$ cat src/rtl/sseg_scan_driver.sv
// Time-multiplexed N-digit hex seven-segment driver with frame-boundary updates and dead time.
// Optional build macro LEADING_ZERO_BLANK_EN darkens digits above the most significant non-zero nibble.
module sseg_scan_driver #(
  parameter int N_DIGITS       = 4,
  parameter int REFRESH_DIV    = 50000,
  parameter int DEAD_CYCLES    = 500,
  parameter int SEG_ACTIVE_LOW = 0,
  parameter int AN_ACTIVE_LOW  = 1
) (
  input  logic                  i_CLK,
  input  logic                  i_RESET,
  input  logic [4*N_DIGITS-1:0] i_DATA,
  input  logic [N_DIGITS-1:0]   i_DP,
  input  logic [N_DIGITS-1:0]   i_BLANK,
  input  logic                  i_LOAD,
  output logic [6:0]            o_SEG,
  output logic                  o_DP,
  output logic [N_DIGITS-1:0]   o_AN,
  output logic                  o_PENDING,
  output logic                  o_FRAME
);

  localparam int PW = $clog2(REFRESH_DIV);
  localparam int IW = (N_DIGITS > 1) ? $clog2(N_DIGITS) : 1;

  localparam logic [PW-1:0]       PRESC_TC = PW'(REFRESH_DIV - 1);
  localparam logic [PW-1:0]       DEAD_END = PW'(DEAD_CYCLES);
  localparam logic [IW-1:0]       IDX_LAST = IW'(N_DIGITS - 1);
  localparam logic [6:0]          SEG_OFF  = (SEG_ACTIVE_LOW != 0) ? 7'h7F : 7'h00;
  localparam logic                DP_OFF   = (SEG_ACTIVE_LOW != 0);
  localparam logic [N_DIGITS-1:0] AN_OFF   = (AN_ACTIVE_LOW != 0) ? '1 : '0;

  // Active-high segment pattern {a,b,c,d,e,f,g}.
  function automatic logic [6:0] hex_to_seg(input logic [3:0] nib);
    logic [6:0] seg;
    case (nib)
      4'h0:    seg = 7'b1111110;
      4'h1:    seg = 7'b0110000;
      4'h2:    seg = 7'b1101101;
      4'h3:    seg = 7'b1111001;
      4'h4:    seg = 7'b0110011;
      4'h5:    seg = 7'b1011011;
      4'h6:    seg = 7'b1011111;
      4'h7:    seg = 7'b1110000;
      4'h8:    seg = 7'b1111111;
      4'h9:    seg = 7'b1111011;
      4'hA:    seg = 7'b1110111;
      4'hB:    seg = 7'b0011111;
      4'hC:    seg = 7'b1001110;
      4'hD:    seg = 7'b0111101;
      4'hE:    seg = 7'b1001111;
      default: seg = 7'b1000111;
    endcase
    return seg;
  endfunction

  // Scan timing state
  logic [PW-1:0] presc_q, presc_d;
  logic [IW-1:0] idx_q, idx_d;
  logic          frame_q, frame_d;

  // Staged and displayed values
  logic [4*N_DIGITS-1:0] pend_data_q, pend_data_d;
  logic [N_DIGITS-1:0]   pend_dp_q, pend_dp_d;
  logic [N_DIGITS-1:0]   pend_blank_q, pend_blank_d;
  logic                  pending_q, pending_d;
  logic [4*N_DIGITS-1:0] disp_data_q, disp_data_d;
  logic [N_DIGITS-1:0]   disp_dp_q, disp_dp_d;
  logic [N_DIGITS-1:0]   disp_blank_q, disp_blank_d;

  // Registered pin drivers
  logic [6:0]          seg_q, seg_d;
  logic                dp_q, dp_d;
  logic [N_DIGITS-1:0] an_q, an_d;

  logic tc;
  logic frame_end;

  assign tc        = (presc_q == PRESC_TC);
  assign frame_end = tc && (idx_q == IDX_LAST);

  // NOTE: every always_comb output gets a default first so no path leaves it unassigned (no latches).
  always_comb begin
    presc_d = tc ? '0 : presc_q + PW'(1);
    idx_d   = idx_q;
    if (tc) begin
      idx_d = (idx_q == IDX_LAST) ? '0 : idx_q + IW'(1);
    end
    frame_d = frame_end;
  end

  // A load in the frame-end cycle goes straight to the display, so it is never left pending.
  always_comb begin
    pend_data_d  = pend_data_q;
    pend_dp_d    = pend_dp_q;
    pend_blank_d = pend_blank_q;
    pending_d    = pending_q;
    disp_data_d  = disp_data_q;
    disp_dp_d    = disp_dp_q;
    disp_blank_d = disp_blank_q;
    if (frame_end) begin
      if (i_LOAD) begin
        disp_data_d  = i_DATA;
        disp_dp_d    = i_DP;
        disp_blank_d = i_BLANK;
      end else if (pending_q) begin
        disp_data_d  = pend_data_q;
        disp_dp_d    = pend_dp_q;
        disp_blank_d = pend_blank_q;
      end
      pending_d = 1'b0;
    end else if (i_LOAD) begin
      pend_data_d  = i_DATA;
      pend_dp_d    = i_DP;
      pend_blank_d = i_BLANK;
      pending_d    = 1'b1;
    end
  end

  // Current-digit selection and lit decision
  logic [3:0]          nib_cur;
  logic                blank_cur;
  logic                dp_cur;
  logic                supp_cur;
  logic [N_DIGITS-1:0] onehot;
  logic                active;
  logic                lit;
  logic                seg_on;
  logic                dp_on;

`ifdef LEADING_ZERO_BLANK_EN
  logic [N_DIGITS-1:0] lz_mask;
  logic                zeros_above;

  // Digit k is suppressed when it and every digit above it are zero; digit 0 always shows.
  always_comb begin
    lz_mask     = '0;
    zeros_above = 1'b1;
    for (int k = N_DIGITS - 1; k >= 1; k--) begin
      zeros_above = zeros_above && (disp_data_q[4*k +: 4] == 4'h0);
      lz_mask[k]  = zeros_above;
    end
  end
`endif

  always_comb begin
    nib_cur   = '0;
    blank_cur = 1'b1;
    dp_cur    = 1'b0;
    supp_cur  = 1'b0;
    onehot    = '0;
    for (int k = 0; k < N_DIGITS; k++) begin
      if (idx_q == IW'(k)) begin
        nib_cur   = disp_data_q[4*k +: 4];
        blank_cur = disp_blank_q[k];
        dp_cur    = disp_dp_q[k];
        onehot[k] = 1'b1;
`ifdef LEADING_ZERO_BLANK_EN
        supp_cur  = lz_mask[k];
`endif
      end
    end
  end

  always_comb begin
    active = (presc_q >= DEAD_END);
    lit    = active && !blank_cur;
    seg_on = lit && !supp_cur;
    dp_on  = lit && dp_cur;
    // A suppressed digit keeps its anode only to show its decimal point.
    seg_d  = (seg_on ? hex_to_seg(nib_cur) : 7'h00) ^ SEG_OFF;
    dp_d   = dp_on ^ DP_OFF;
    an_d   = ((seg_on || dp_on) ? onehot : '0) ^ AN_OFF;
  end

  // NOTE: sequential state uses non-blocking assignments so every flop samples pre-edge values.
  // NOTE: display and pin registers are all reset so the outputs are dark and X-free straight out of reset.
  always_ff @(posedge i_CLK or posedge i_RESET) begin
    if (i_RESET) begin
      presc_q      <= '0;
      idx_q        <= '0;
      frame_q      <= 1'b0;
      pend_data_q  <= '0;
      pend_dp_q    <= '0;
      pend_blank_q <= '0;
      pending_q    <= 1'b0;
      disp_data_q  <= '0;
      disp_dp_q    <= '0;
      disp_blank_q <= '1;
      seg_q        <= SEG_OFF;
      dp_q         <= DP_OFF;
      an_q         <= AN_OFF;
    end else begin
      presc_q      <= presc_d;
      idx_q        <= idx_d;
      frame_q      <= frame_d;
      pend_data_q  <= pend_data_d;
      pend_dp_q    <= pend_dp_d;
      pend_blank_q <= pend_blank_d;
      pending_q    <= pending_d;
      disp_data_q  <= disp_data_d;
      disp_dp_q    <= disp_dp_d;
      disp_blank_q <= disp_blank_d;
      seg_q        <= seg_d;
      dp_q         <= dp_d;
      an_q         <= an_d;
    end
  end

  assign o_SEG     = seg_q;
  assign o_DP      = dp_q;
  assign o_AN      = an_q;
  assign o_PENDING = pending_q;
  assign o_FRAME   = frame_q;

endmodule

$ cat config.mk
export PLATFORM = sky130hd
export DESIGN_NAME = sseg_scan_driver
export DESIGN_NICKNAME = d
export VERILOG_FILES = /design/src/rtl/sseg_scan_driver.sv
export SDC_FILE = /design/constraint.sdc
export NUM_CORES = 1
export LEC_CHECK = 0
export ABC_AREA = 1
export ABC_CLOCK_PERIOD_IN_PS = 3500
export CORE_MARGIN = 5
export CORE_UTILIZATION = 35
export CTS_BUF_LIST = sky130_fd_sc_hd__clkbuf_16
export DETAILED_ROUTE_END_ITERATION = 7
export PLACE_DENSITY = 0.61
export SLEW_MARGIN = 25
export SYNTH_ARGS = -nofsm -noshare
export SYNTH_HDL_FRONTEND = slang
export SYNTH_SLANG_ARGS = --single-unit
$ cat constraint.sdc
create_clock -name i_CLK -period 3.5 [get_ports i_CLK]
set_input_delay 1.05 -clock i_CLK [delete_from_list [all_inputs] [get_ports i_CLK]]
set_output_delay 1.05 -clock i_CLK [all_outputs]
set_load 0.03 [all_outputs]
==> results of run 1 <==
cells in the mapped netlist (all sizes together):
| cell | count | area, um^2 |
|---|---|---|
| a21boi | 1 | 7.51 |
| a21oi | 13 | 68.8 |
| buf | 11 | 81.3 |
| clkbuf | 5 | 18.8 |
| dfrtp | 72 | 1800 |
| dfstp | 8 | 210 |
| ha | 12 | 150 |
| inv | 42 | 158 |
| mux2 | 19 | 214 |
| nand2 | 178 | 678 |
| nand3 | 40 | 210 |
| nand4 | 4 | 25.0 |
| nor2 | 38 | 161 |
| nor3 | 9 | 61.3 |
| nor4 | 1 | 6.26 |
| o211ai | 2 | 15.0 |
| o21ai | 23 | 115 |
| or2 | 1 | 6.26 |
| xor2 | 6 | 52.6 |
state kept, by name (all words and copies together), names as in the netlist, 4 cells and up:
register / flops
presc_q: 16
pend_data_q: 16
disp_dp_q: 4
pend_blank_q: 4
o_AN: 4
disp_blank_q: 4
pend_dp_q: 4
disp_data_q: 16
o_SEG: 7
cell type report:
| cell class | count | area (um^2) |
|---|---|---|
| clock buffers | 9 | 225 |
| clock inverters | 7 | 32.5 |
| multi-input cells | 347 | 1770 |
| repair buffers | 43 | 430 |
| inverters | 42 | 159 |
| fillers | 1148 | 6560 |
| well taps | 143 | 179 |
| flip-flops and latches | 80 | 2010 |
path summary, 6_finish.rpt:
path	endpoint	start	cells past startpoint
worst max-delay path	o_AN[1]	o_AN[1]	1
worst min-delay path	disp_blank_q[2]	disp_blank_q[2]	2
worst max register to register	o_SEG[3]	idx_q[0]	12
worst min register to register	disp_blank_q[2]	disp_blank_q[2]	2
max in group asynchronous	pend_data_q[0]	i_RESET	3
min in group asynchronous	presc_q[5]	i_RESET	2
cell usage in the layout, fill, tap and decap left out, types with 2 or more instances in the layout:
cell | synthesis | layout
nor3_1 | 7 | 7
inv_1 | 40 | 41
clkinv_2 | 0 | 3
a21oi_1 | 12 | 12
nand2_1 | 176 | 176
inv_2 | 2 | 2
nand4_1 | 4 | 4
o211ai_1 | 2 | 2
ha_1 | 12 | 12
o21ai_0 | 23 | 23
nor2_1 | 36 | 36
dfrtp_1 | 72 | 72
buf_4 | 1 | 2
mux2_2 | 19 | 19
clkbuf_16 | 0 | 9
clkdlybuf4s50_1 | 0 | 39
nand3_2 | 2 | 2
nand3_1 | 38 | 38
dfstp_2 | 8 | 8
clkinv_1 | 0 | 2
xor2_1 | 6 | 6
kinds of logic after synthesis:
family | Yosys count | share of synthesized area (%)
AND/OR/NAND/NOR | 271 | 28.4
flip-flops | 80 | 49.8
buffers and inverters | 58 | 6.38
AO/OA/AOI/OAI | 39 | 5.11
multiplexers | 19 | 5.29
adder cells (fa/ha/maj) | 12 | 3.72
XOR/XNOR | 6 | 1.30
power breakdown:
part           internal (mW)  leakage (nW)  switching [mW]  total, mW
logic                 0.0715          1.27          0.0801      0.152
registers              0.959          1.02          0.0166      0.976
clock network          0.467         0.133           0.359      0.827
total                   1.50          2.42           0.456       1.95
per-stage QoR:
stage          hold WS, ps  setup WS, ps  instance area (um^2)  power (mW)
2_1_floorplan          438           412                  4040        1.09
3_3_place_gp           451           957                  4550        1.14
3_5_place_dp           458           894                  4550        1.14
4_1_cts                470           916                  4810        1.98
5_1_grt                490           796                  4810        2.04
6_report               468           938                  4810        1.95
metal layers:
metal / routed length [um] / share of wire [%] / vias up / track usage (%)
met2: 3810 / 45 / 74 / 19.2
met5: 0 / 0 / - / 0
li1: - / - / 1615 / -
met3: 416 / 4.9 / 8 / 3.70
met4: 91 / 1.1 / 0 / 3.66
met1: 4220 / 49 / 1470 / 18.5
==> results.md, run 1 <==
- CP arrival: 1510 ps
- Clock sinks: 80
- Post-cts repair resize count: 0
- Vias in the first global route: 3174
- Fin crit period: 2560 ps
- Gpl congestion: 0.792
- Total negative setup slack: 0 ps
- Crit Path Class: flop to primary output
- I/O Pins: a little over 40
- Die footprint: 13800 um^2
- Number of synthesized register bits: 80
- Gate count after technology mapping: 485
- WP buf/inv: 1
- Final period utilization: between 70 and 80%
- ANT cells: 0
- Initial antenna violation count: 0
- Via Count: 3167
- IO buf count: 40
- Via-per-instance ratio: 4.72
- Ordered cell list for the critical path: clkdlybuf4s50_1
- Width of the chip: ~120 um
- Outcome: finished, final reports clean
- Mean post-synth cell area: 8.33 um^2
- Max incr delay on CP: roughly 660 ps
- Post-Place Cells: 655
- R2r setup slk: roughly 1000 ps
- GRT overflow: 0
- Startpoint class of the critical path: flop
- Mapped Nets: approximately 520
- Layout cell share with drive strength beyond 1: 10.6%
- Cell variety after synth: 31
- Worst skew pair latency: 330 ps
- Min-delay worst type: flop to flop
- H-tree depth: 3
- Postcts setup bufs: 0
- Worst-path fanout max: 1
- Max Slew Vio Count: 0
- Rows: 39
- Leak Pwr: 2.42 nW
- Unrepaired setup endpoints after global routing: no
- Final hold violation count: 0
- Largest net degree at the start of global routing: 50
- Fmax: ~0.4 GHz
- CP required: 2450 ps
- CP endpoint kind: primary output
- Synth-to-Final Area Change: 19.0%
- DR iter-0 viols: 221
- Final #Nets: 562
- CTS Hold Bufs: 0
- Clk buf depth: 2
- Count of yosys warnings during synthesis: 0
- DR DRC count: 0
- Pwr/cell area: 406 nW/um^2
- Max Cap Viol: 0
- Post-DRT Antenna Nets: 0
- WL/cell: between 10 and 15 um
- Final Skew: around 7.0 ps
- Drt pass-1 iters: 5
- Setup violators final: 0
- Max-slew headroom: 43.5%
- Register area share after synthesis: 49.8%
- Worst IR Drop VDD: 0.295 mV
- Core Util, Final: roughly 42%
- CP max-delay cell: clkdlybuf4s50_1
- Clk slew on worst S/H paths: 60 ps
- Post-Route WL: 8540 um
- Core area: 11400 um^2
- Top Family by Delay on Critical Path: buffers and inverters
- First-pass GRT wire length: 15100 um
- Starting density of the core: 35.5%
- DP HPWL: 6020 um
- CTS tree: yes
- Root Buffer: clkbuf_16
- Worst slew pin tran: ~850 ps
- Netlist Area Pre-Place: 4040 um^2
- Fin cells: 671
- Overall routing resource usage: ~13%
- Num CTS Buffers: 9
- Chip Height: 117 um
No activity file was read; power rests on OpenSTA's default activity.
==> run 2: changes to the inputs <==
--- a/config.mk
+++ b/config.mk
@@ -6,12 +6,12 @@
 export NUM_CORES = 1
 export LEC_CHECK = 0
 export ABC_AREA = 1
-export ABC_CLOCK_PERIOD_IN_PS = 3500
+export ABC_CLOCK_PERIOD_IN_PS = 2250
 export CORE_MARGIN = 5
 export CORE_UTILIZATION = 35
 export CTS_BUF_LIST = sky130_fd_sc_hd__clkbuf_16
 export DETAILED_ROUTE_END_ITERATION = 7
-export PLACE_DENSITY = 0.61
+export PLACE_DENSITY = 0.62
 export SLEW_MARGIN = 25
 export SYNTH_ARGS = -nofsm -noshare
 export SYNTH_HDL_FRONTEND = slang
==> constraint.sdc (replaced) <==
create_clock -name i_CLK -period 2.25 [get_ports i_CLK]
set_input_delay 0.675 -clock i_CLK [delete_from_list [all_inputs] [get_ports i_CLK]]
set_output_delay 0.675 -clock i_CLK [all_outputs]
set_load 0.03 [all_outputs]
==> results.md, run 2 (same netlist as run 1, synthesis figures left out) <==
- Top Family by Delay on Critical Path: buffers and inverters
- Via-per-instance ratio: about 4.7
- Post-Place Cells: 661
- Post-DRT Antenna Nets: 0
- Initial antenna violation count: 0
- Worst-path fanout max: 1
- Postcts setup bufs: 0
- Vias in the first global route: 3183
- Fmax: ~0.45 GHz
- WP buf/inv: 1
- Leak Pwr: 2.45 nW
- Commonest non-fill, non-tap cell in the layout: nand2_1
- Hold path startpoint: pend_data_q[5]
- Worst slew pin tran: 511 ps
- Layout fillers: 1127
- Core Util, Final: 42.9%
- DR iter-0 viols: between 150 and 200
- IO buf count: 40
- Largest net degree at the start of global routing: just over 80
- Fin cells: 677
- Post-Route WL: between 8000 and 9000 um
- Width of the chip: 117 um
- Worst skew pair latency: between 300 and 400 ps
- H-tree depth: 3
- Starting density of the core: 35.5%
- DP HPWL: ~6200 um
- GRT overflow: 0
- Chip Height: 117 um
- Synth-to-Final Area Change: 20.6%
- CP max-delay cell: clkdlybuf4s50_1
- DR DRC count: 0
- Gpl congestion: 0.875
- Overall routing resource usage: 13.3%
- Clock sinks: 80
- Max Cap Viol: 0
- Max-slew headroom: 65.9%
- Worst IR Drop VDD: 0.461 mV
- R2r startpoint: idx_q[0]
- Final Power: 3.05 mW
- Total negative setup slack: 0 ps
- Setup violators final: 0
- CTS Hold Bufs: 0
- WL/cell: around 13 um
- CP endpoint kind: primary output
- Startpoint class of the critical path: flop
- Max incr delay on CP: between 600 and 700 ps
- CTS tree: yes
- Min-delay worst type: flop to flop
- First-pass GRT wire length: roughly 15000 um
- Final Skew: around 9 ps
- Final period utilization: 97.9%
- Post-cts repair resize count: 0
- Layout cell share with drive strength beyond 1: roughly an eighth
- Pwr/cell area: 626 nW/um^2
- Final #Nets: ~570
- Drt pass-1 iters: 4
- Fin crit period: between 2000 and 2500 ps
- Commonest cells after routing, fill and taps aside: 175 x nand2_1, 72 x dfrtp_1, 41 x inv_1, 38 x nand3_1, 38 x clkdlybuf4s50_1
- Max Slew Vio Count: 0
- Critical Path Source: o_AN[2]
- Num CTS Buffers: 9
- Ordered cell list for the critical path: clkdlybuf4s50_1
- Clk slew on worst S/H paths: 60 ps
- Hold_ws: between 400 and 500 ps
- Clk buf depth: 2
- Final hold violation count: 0
- I/O Pins: 41
- Outcome: finished, final reports clean
- Biggest regs: disp_data_q x16, pend_data_q x16, presc_q x16
- CP required: between 1500 and 2000 ps
- Root Buffer: clkbuf_16
- ANT cells: 0
- Die footprint: 13800 um^2
- Rows: 39
- Crit Path Class: flop to primary output
- Unrepaired setup endpoints after global routing: no
- Via Count: 3199
- Core area: 11400 um^2
- CP arrival: 1530 ps
==> run 2: per-layer routing <==
layer	GRT usage (%)	vias up	routed length, um
li1	-	1630	-
met1	18.6	1467	4200
met2	19.6	92	3810
met3	4.85	10	545
met4	3.23	0	87
met5	0	-	0
==> run 2: per-stage QoR <==
step / worst slack (ps) / instance area, um^2
detailed placement: 157 / 4600
global placement: 236 / 4600
global route: 5.54 / 4870
floorplan: 214 / 4050
CTS: 15.0 / 4860
finish: 47.2 / 4870
==> run 2: cell type report <==
class / instances / area, um^2 / area share [%]
sequential: 80 / 2010 / 41.3
multi-input combinational: 347 / 1780 / 36.5
timing repair buffer: 49 / 478 / 9.81
clock buffer: 9 / 225 / 4.62
tap: 143 / 179 / 3.67
inverter: 42 / 161 / 3.31
clock inverter: 7 / 38.8 / 0.796
==> run 2: worst register-to-register path, cell delays in order, from the launching register on <==
cell	delay [ps]
dfrtp_1	400
inv_1	130
ha_1	290
nand3_1	120
nand2_1	100
a21boi_1	70
buf_4	150
ha_1	280
inv_1	40
nand2_1	70
nand2_1	60
o21ai_0	150
nor2_1	50
==> run 2: path summary, 6_finish.rpt <==
| kind | to | slack [ps] | cells past startpoint |
|---|---|---|---|
| hold / removal | pend_data_q[5] | 470 | 2 |
| max in group asynchronous | o_AN[3] | 1060 | 3 |
| setup reg to reg | o_SEG[3] | 210 | 12 |
| setup / recovery | o_AN[2] | 50 | 1 |
| hold reg to reg | pend_data_q[5] | 470 | 2 |
| min in group asynchronous | presc_q[14] | 790 | 3 |
==> run 2: where the power goes <==
group | internal, mW | total (mW) | switching [mW]
logic | 0.112 | 0.235 | 0.124
registers | 1.49 | 1.52 | 0.0273
clock network | 0.736 | 1.29 | 0.558
